==> src/rtl/serial_subtractor_pkg.sv <==
// ============================================================================
// Module  : serial_subtractor_pkg
// Brief   : Shared FSM encoding and sizing helper for the bit-serial subtractor.
// Revision: 1.0 - initial release
// ============================================================================
`default_nettype none

package serial_subtractor_pkg;

    typedef enum logic [1:0] {
        IDLE  = 2'd0,
        SHIFT = 2'd1,
        DONE  = 2'd2
    } state_e;

    // Counter must be able to hold WIDTH itself.
    function automatic int cnt_width(input int w);
        return $clog2(w + 1);
    endfunction

endpackage

`default_nettype wire

==> src/rtl/serial_subtractor4_full_subtractor.sv <==
// ============================================================================
// Module  : full_subtractor
// Brief   : Combinational single-bit subtractor cell: d = a - b - bin.
// Revision: 1.0 - initial release
// ============================================================================
`default_nettype none

module full_subtractor (
    input  logic a,
    input  logic b,
    input  logic bin,
    output logic d,
    output logic bout
);

    assign d    = a ^ b ^ bin;
    assign bout = (~a & b) | (~(a ^ b) & bin);

endmodule

`default_nettype wire

==> src/rtl/serial_subtractor4.sv <==
// ============================================================================
// Module  : serial_subtractor4
// Brief   : Bit-serial ripple-borrow subtractor, LSB first, start/busy/done.
//           Define SERSUB_SIGNED_OVF_EN to add the signed-overflow output ovf.
// Revision: 1.0 - initial release
// ============================================================================
`default_nettype none

module serial_subtractor4
    import serial_subtractor_pkg::*;
#(
    parameter int WIDTH = 4
) (
    input  logic             clk,
    input  logic             rstn,
    input  logic             start,
    input  logic             borrowin,
    input  logic [WIDTH-1:0] x,
    input  logic [WIDTH-1:0] y,
    output logic             busy,
    output logic             done,
    output logic [WIDTH-1:0] diff,
`ifdef SERSUB_SIGNED_OVF_EN
    output logic             ovf,
`endif
    output logic             borrowout
);

    localparam int CNT_W = cnt_width(WIDTH);
    localparam int RES_W = WIDTH - 1;

    state_e             state_q, state_d;
    logic [WIDTH-1:0]   x_q, x_d;
    logic [WIDTH-1:0]   y_q, y_d;
    logic               br_q, br_d;
    logic [RES_W-1:0]   res_q, res_d;
    logic [CNT_W-1:0]   cnt_q, cnt_d;
    logic [WIDTH-1:0]   diff_q, diff_d;
    logic               borrowout_q, borrowout_d;
    logic               cell_d, cell_bout;
    logic               last_bit;

    full_subtractor u_cell (
        .a    (x_q[0]),
        .b    (y_q[0]),
        .bin  (br_q),
        .d    (cell_d),
        .bout (cell_bout)
    );

    assign last_bit = (cnt_q == CNT_W'(WIDTH - 1));

    always_comb begin
        state_d     = state_q;
        x_d         = x_q;
        y_d         = y_q;
        br_d        = br_q;
        res_d       = res_q;
        cnt_d       = cnt_q;
        diff_d      = diff_q;
        borrowout_d = borrowout_q;
        case (state_q)
            IDLE, DONE: begin
                if (start) begin
                    x_d     = x;
                    y_d     = y;
                    br_d    = borrowin;
                    cnt_d   = '0;
                    state_d = SHIFT;
                end else begin
                    state_d = IDLE;
                end
            end
            SHIFT: begin
                x_d   = x_q >> 1;
                y_d   = y_q >> 1;
                br_d  = cell_bout;
                // Result fills from the MSB side; the final bit completes diff directly.
                res_d = RES_W'({cell_d, res_q} >> 1);
                cnt_d = cnt_q + 1'b1;
                if (last_bit) begin
                    diff_d      = {cell_d, res_q};
                    borrowout_d = cell_bout;
                    state_d     = DONE;
                end
            end
            default: state_d = IDLE;
        endcase
    end

    always_ff @(posedge clk or negedge rstn) begin
        if (!rstn) begin
            state_q     <= IDLE;
            x_q         <= '0;
            y_q         <= '0;
            br_q        <= 1'b0;
            res_q       <= '0;
            cnt_q       <= '0;
            diff_q      <= '0;
            borrowout_q <= 1'b0;
        end else begin
            state_q     <= state_d;
            x_q         <= x_d;
            y_q         <= y_d;
            br_q        <= br_d;
            res_q       <= res_d;
            cnt_q       <= cnt_d;
            diff_q      <= diff_d;
            borrowout_q <= borrowout_d;
        end
    end

`ifdef SERSUB_SIGNED_OVF_EN
    // Operand sign bits are shifted out, so keep copies for the overflow test.
    logic xm_q, xm_d;
    logic ym_q, ym_d;
    logic ovf_q, ovf_d;

    always_comb begin
        xm_d  = xm_q;
        ym_d  = ym_q;
        ovf_d = ovf_q;
        if ((state_q == IDLE || state_q == DONE) && start) begin
            xm_d = x[WIDTH-1];
            ym_d = y[WIDTH-1];
        end else if (state_q == SHIFT && last_bit) begin
            ovf_d = (xm_q != ym_q) && (cell_d != xm_q);
        end
    end

    always_ff @(posedge clk or negedge rstn) begin
        if (!rstn) begin
            xm_q  <= 1'b0;
            ym_q  <= 1'b0;
            ovf_q <= 1'b0;
        end else begin
            xm_q  <= xm_d;
            ym_q  <= ym_d;
            ovf_q <= ovf_d;
        end
    end

    assign ovf = ovf_q;
`else
    // Unsigned-only build: no sign tracking is kept.
`endif

    assign busy      = (state_q == SHIFT);
    assign done      = (state_q == DONE);
    assign diff      = diff_q;
    assign borrowout = borrowout_q;

endmodule

`default_nettype wire
==> config.mk <==
export PLATFORM = sky130hd
export DESIGN_NAME = serial_subtractor4
export DESIGN_NICKNAME = d
export VERILOG_FILES = /design/src/rtl/serial_subtractor_pkg.sv /design/src/rtl/serial_subtractor4_full_subtractor.sv /design/src/rtl/serial_subtractor4.sv
export SDC_FILE = /design/constraint.sdc
export NUM_CORES = 1
export LEC_CHECK = 0
export ABC_AREA = 1
export CELL_PAD_IN_SITES_DETAIL_PLACEMENT = 0
export CELL_PAD_IN_SITES_GLOBAL_PLACEMENT = 2
export CORE_UTILIZATION = 32
export CTS_BUF_LIST = sky130_fd_sc_hd__clkbuf_4 sky130_fd_sc_hd__clkbuf_8 sky130_fd_sc_hd__clkbuf_16
export DETAILED_ROUTE_END_ITERATION = 7
export GPL_TIMING_DRIVEN = 0
export MAX_ROUTING_LAYER = met4
export PLACE_DENSITY = 0.81
export SETUP_SLACK_MARGIN = 0.1
export SLEW_MARGIN = 40
export SYNTH_ARGS = -nofsm -noshare
export SYNTH_HDL_FRONTEND = slang
export SYNTH_SLANG_ARGS = --single-unit
==> constraint.sdc <==
create_clock -name clk -period 2.6 [get_ports clk]
set_clock_uncertainty 0.05 [all_clocks]
set_input_delay 0.26 -clock clk [delete_from_list [all_inputs] [get_ports clk]]
set_output_delay 0.26 -clock clk [all_outputs]
set_load 0.02 [all_outputs]
==> metrics.txt, run 1 <==
max-slew violations=0; worst reg2reg path depth=4; worst endpoint required time=2290 ps; Buffers on Ports=18; Relative slew margins=0.678; Register Area=551 sq um; CP max stage cell=clkdlybuf4s50_1; Worst-path clk slew=130 ps; Flop pwr share=0.345; Async SR Flop Fraction=1.00; Die ar.=0.00351 sq mm; H-tree depth=1; share of cells above drive strength 1=0.110; Finished Cell Area=0.00134 sq mm; chip width=59.2 microns; Final Cycle Share=0.759; Root Driver=clkbuf_4; Multi-input gate area=369 sq um; highest ir drop seen on vdd=0.378 mV; Tightest Pin Transition=483 ps; Yosys warnings=0; Initial Util=0.341; fillers=310; Top FF cell, synth=dfrtp_1; Yosys reg bits=22; CTS resizes=0; setup TNS=0 ps; Worst Hold Class=primary input to asynchronous set/reset pin; drt total wl=2010 microns; synthesized instance count=123; drt first-iter violations=37; syn avg cell area=8.52 sq um; most frequent cells after synthesis=nand2_1, inv_1, dfrtp_1, nand3_1, o21ai_0; register area share after synthesis=0.525; Setup Crit Path Kind=flip-flop to output port; worst path cell trace=buf_6, inv_6, nor2_4, clkdlybuf4s50_1; slowest stage delay, CP=640 ps; Max Freq=507 MHz; clk buf depth=2; die height=59.2 microns; global-route wire length before repair=3450 microns; net load switching power=699 uW; Detailed Routing Iterations Pass 1=4; EDFF count, synth=0; Sink Count=22; crit path max fanout=9; Pwr Density=1280 mW/mm^2; Comb power frac=0.501; vias in the first global route=750; row count=20; Routed WL per cell=10.6 microns; Via density=4.16; Max-Cap Viols=0; largest cells by area after synthesis=dfrtp_1, nand2_1, inv_1, nand3_1, o21ai_0; io pins=19; GRT overflow=0; Final Setup Violations=0; crit path time final=1970 ps; post-synth top area cell=dfrtp_1; Detail Placement HPWL=1460 microns; Antenna Diode Count=0; P&R area growth vs syn=27.9%; Mapped Nets=138; # DRC=0; Leakage=0.706 nW; via count=791; endpoints failing hold=0; clock latency on the worst-skew pair=310 ps; crit end category=output port; core area=0.00308 sq mm; TritonCTS clock tree=yes; Post-DP Area=0.00128 sq mm; antenna-violating nets left=0; global placer's final weighted congestion=0.671; Num CTS Buffers=3; P_int=1.02 mW; largest net degree at the start of global routing=23; CP Launch Type=flip-flop; Synth top area share=0.525; Tot GR Track Use=0.141; antenna violations before repair=0; outcome=finished, final reports clean; Mapped Area=0.00105 sq mm; synth unique cells=18; unrepaired setup endpoints after global routing=false; Net Sw Frac=0.407; nets=162; top-count cell post-synth=nand2_1; Final Power=1.72 mW; crit path DAT=1660 ps; Clock power frac=0.154
-- through the flow --
step           instances  hold WS (ps)  utilization  setup slack, ps
5_1_grt              190           401        0.436              543
3_5_place_dp         185           205        0.415              983
3_3_place_gp         185           409        0.417              983
2_1_floorplan        123         -85.6            -             1320
6_report             190           371        0.436              627
4_1_cts              190           386        0.436              610
-- routing by layer --
layer,global-route usage,routed length (microns),up-vias
li1,-,-,413
met1,0.195,1040,357
met2,0.194,857,16
met3,0.0197,59,5
met4,0.0816,45,0
met5,-,0,-
-- power by group through the flow --
stage          Combinational, mW  Clock, mW  Sequential, mW
2_1_floorplan              0.570          0           0.630
3_3_place_gp               0.861          0           0.594
3_5_place_dp               0.876          0           0.601
4_1_cts                    0.881      0.271           0.594
5_1_grt                    0.985      0.286           0.613
6_report                   0.860      0.265           0.593
-- critical path, delay by kind of cell (launching register included) --
kind	cells	cell delay, ps
buffers and inverters	3	840
flip-flops	1	360
AND/OR/NAND/NOR	1	150
-- worst paths after layout --
kind / startpoint / endpoint / slack, ps
max reg2reg: cnt_q[0] / cnt_q[2] / 1270
min reg2reg: cnt_q[0] / cnt_q[0] / 440
max: state_q[0] / busy / 630
max in group asynchronous: rstn / y_q[0] / 1800
min in group clk: x[3] / x_q[3] / 420
min: rstn / borrowout / 370
-- cell type report --
class	count	area share
Buffer	3	0.0224
Clock buffer	3	0.0168
Clock inverter	1	0.0224
Inverter	25	0.0737
Multi-Input combinational cell	73	0.275
Sequential cell	22	0.410
Tap cell	44	0.0410
Timing Repair Buffer	19	0.138
-- cell families (layout without fill, tap and decap cells) --
kind of cell               count (synthesis)  in the layout  synth area share
buffers and inverters                     28             51             0.123
DFF                                       22             22             0.525
AOI/OAI and AO/OA                         12             12            0.0573
adders and majority gates                  3              3            0.0430
and+or+nand+nor                           58             58             0.252
-- placed cells by master (no fill, tap or decap), types with 2 or more instances in the layout --
cell type and n:
o21ai_0 7, nand2_4 2, nand3_1 13, nand2_2 2
clkdlybuf4s50_1 17, o21ai_1 4, buf_6 2, clkbuf_4 3
dfrtp_1 22, nor2_1 2, nand2_1 37, ha_1 2
inv_1 23
-- state kept, by name, summed over array words and instances, names as in the netlist --
register and cells:
diff 4, x_q 4, y_q 4, cnt_q 3, res_q 3, state_q 2
borrowout 1, br_q 1
-- repair_timing --
item                                   CTS  global route
buffers inserted                         0             0
endpoints found under the hold margin   22             0
hold buffers                             1             0
Power figures use the tool's default switching activity.
==> run 2, diff against run 1 <==
CORE_UTILIZATION = 27   (was 32)
PLACE_DENSITY = 0.73   (was 0.81)
clock period = 1.6 ns   (was 2.6 ns; I/O delays follow)
==> metrics.txt, run 2 (synthesized netlist as in run 1, its figures left out) <==
outcome=finished, final reports clean; R2R Setup Slk=250 ps (-1020 ps); Setup Crit Path Kind=flip-flop to output port; H-tree depth=1 (unchanged); Buffers on Ports=18 (unchanged); most frequent cells in the layout=nand2_1, inv_1, dfrtp_1; worst reg2reg path depth=4 (unchanged); worst endpoint required time=1390 ps (-900 ps); Worst Hold Class=primary input to asynchronous set/reset pin; Tot GR Track Use=0.116 (-0.0245); worst path cell trace=clkdlybuf4s50_1; FF-to-FF End=cnt_q[2]; nets=162 (unchanged); CP delay by family, top=buffers and inverters; Worst path depth=1 (-3); share of cells above drive strength 1=0.116 (+0.00685); critical path buffer and inverter count=1 (-2); Num CTS Buffers=3 (unchanged); Max Freq=702 MHz; unrepaired setup endpoints after global routing=false; Detailed Routing Iterations Pass 1=5 (+1); crit end category=output port; CP max stage cell=clkdlybuf4s50_1; row count=22 (+10%); clk buf depth=2 (unchanged); crit path time final=1430 ps; Via density=4.13 (-0.82%); antenna-violating nets left=0 (unchanged); global placer's final weighted congestion=0.734 (+9.5%); Sink Count=22 (unchanged); max-slew violations=0 (unchanged); Detail Placement HPWL=1440 microns (-1.3%); Final Setup Violations=0 (unchanged); highest ir drop seen on vdd=0.580 mV (+53%); # DRC=0 (unchanged); Relative slew margins=0.669 (-0.00866); io pins=19 (unchanged); via count=801 (+1.3%); Post-Route Utilization=0.369 (-0.0670); Initial Util=0.284 (-0.0564); Leakage=0.715 nW (+1.3%); reg2reg start=cnt_q[0]; GRT overflow=0 (unchanged); setup TNS=0 ps (unchanged); commonest non-fill, non-tap cell in the layout=nand2_1; drt first-iter violations=39 (+5.4%); chip width=64.3 microns (+8.6%); drt total wl=2040 microns (+1.5%); global-route wire length before repair=3550 microns (+3.0%); largest net degree at the start of global routing=23 (unchanged); endpoints failing hold=0 (unchanged); slowest stage delay, CP=600 ps (-40 ps); Die ar.=0.00414 sq mm (+18%); antenna violations before repair=0 (unchanged); Max-Cap Viols=0 (unchanged); die height=64.3 microns (+8.6%); clock latency on the worst-skew pair=260 ps (-50 ps); Pwr Density=2100 mW/mm^2 (+64%); crit path DAT=1220 ps (-440 ps); Worst-path clk slew=80 ps (-50 ps); Tightest Pin Transition=496 ps (+13.0 ps); core area=0.00369 sq mm (+20%); Antenna Diode Count=0 (unchanged); vias in the first global route=788 (+5.1%); Routed WL per cell=10.5 microns (-0.60%); CP Launch Type=flip-flop; TritonCTS clock tree=yes; crit path max fanout=2 (-7); Final Cycle Share=0.891; Root Driver=clkbuf_8; P&R area growth vs syn=29.7%
## run 2: layer usage
layer  up-vias  GRT usage  part of all wire
met4         0     0.0583             0.020
met1       358      0.143              0.49
met5         -          -                 0
met3         4     0.0161             0.039
met2        21      0.186              0.46
li1        418          -                 -
## run 2: worst register-to-register path: stages, from the launching register on
cell and delay (ps):
dfrtp_1 400, ha_1 210, ha_1 260, or2_2 280
o21ai_1 70
## run 2: layout make-up
type                            instances  area, sq um
Buffer                                  3         30.0
Clock buffer                            3         41.3
Clock inverter                          1         30.0
Fill cell                             397         2330
Inverter                               25         98.8
Multi-Input combinational cell         73          369
Sequential cell                        22          551
Tap cell                               48         60.1
Timing Repair Buffer                   19          180
## run 2: what timing repair did
item	4_1_cts	5_1_grt
pin swaps	0	0
endpoints found under the hold margin	22	0
hold buffers	1	0
setup endpoints to repair	2	2
buffers inserted	0	0
gates resized for setup	2	3
## run 2: where the power goes
part	leakage (nW)	internal (mW)	switching, mW
Combinational	0.407	0.559	0.817
Clock	0.0357	0.334	0.185
Sequential	0.272	0.828	0.137
Total	0.715	1.72	1.14
## run 2: per-stage QoR
stage | instance area (sq um) | hold slack (ps) | cells | setup WS [ps] | total power, mW
after global routing | 1360 | 391 | 194 | 120 | 3.13
after floorplan | 1050 | -186 | 123 | 318 | 1.95
after CTS | 1360 | 356 | 194 | 65.0 | 2.91
after global placement | 1290 | 412 | 189 | 86.5 | 2.37
final | 1360 | 340 | 194 | 175 | 2.86
after detailed placement | 1280 | 111 | 189 | 95.0 | 2.39
## run 2: how the worst max path moves through the flow
stage | startpoint | to
finish | diff[1] | diff[1]
floorplan | cnt_q[0] | cnt_q[2]
CTS | state_q[0] | busy
global placement | state_q[0] | busy
detailed placement | state_q[0] | busy
global route | diff[0] | diff[0]
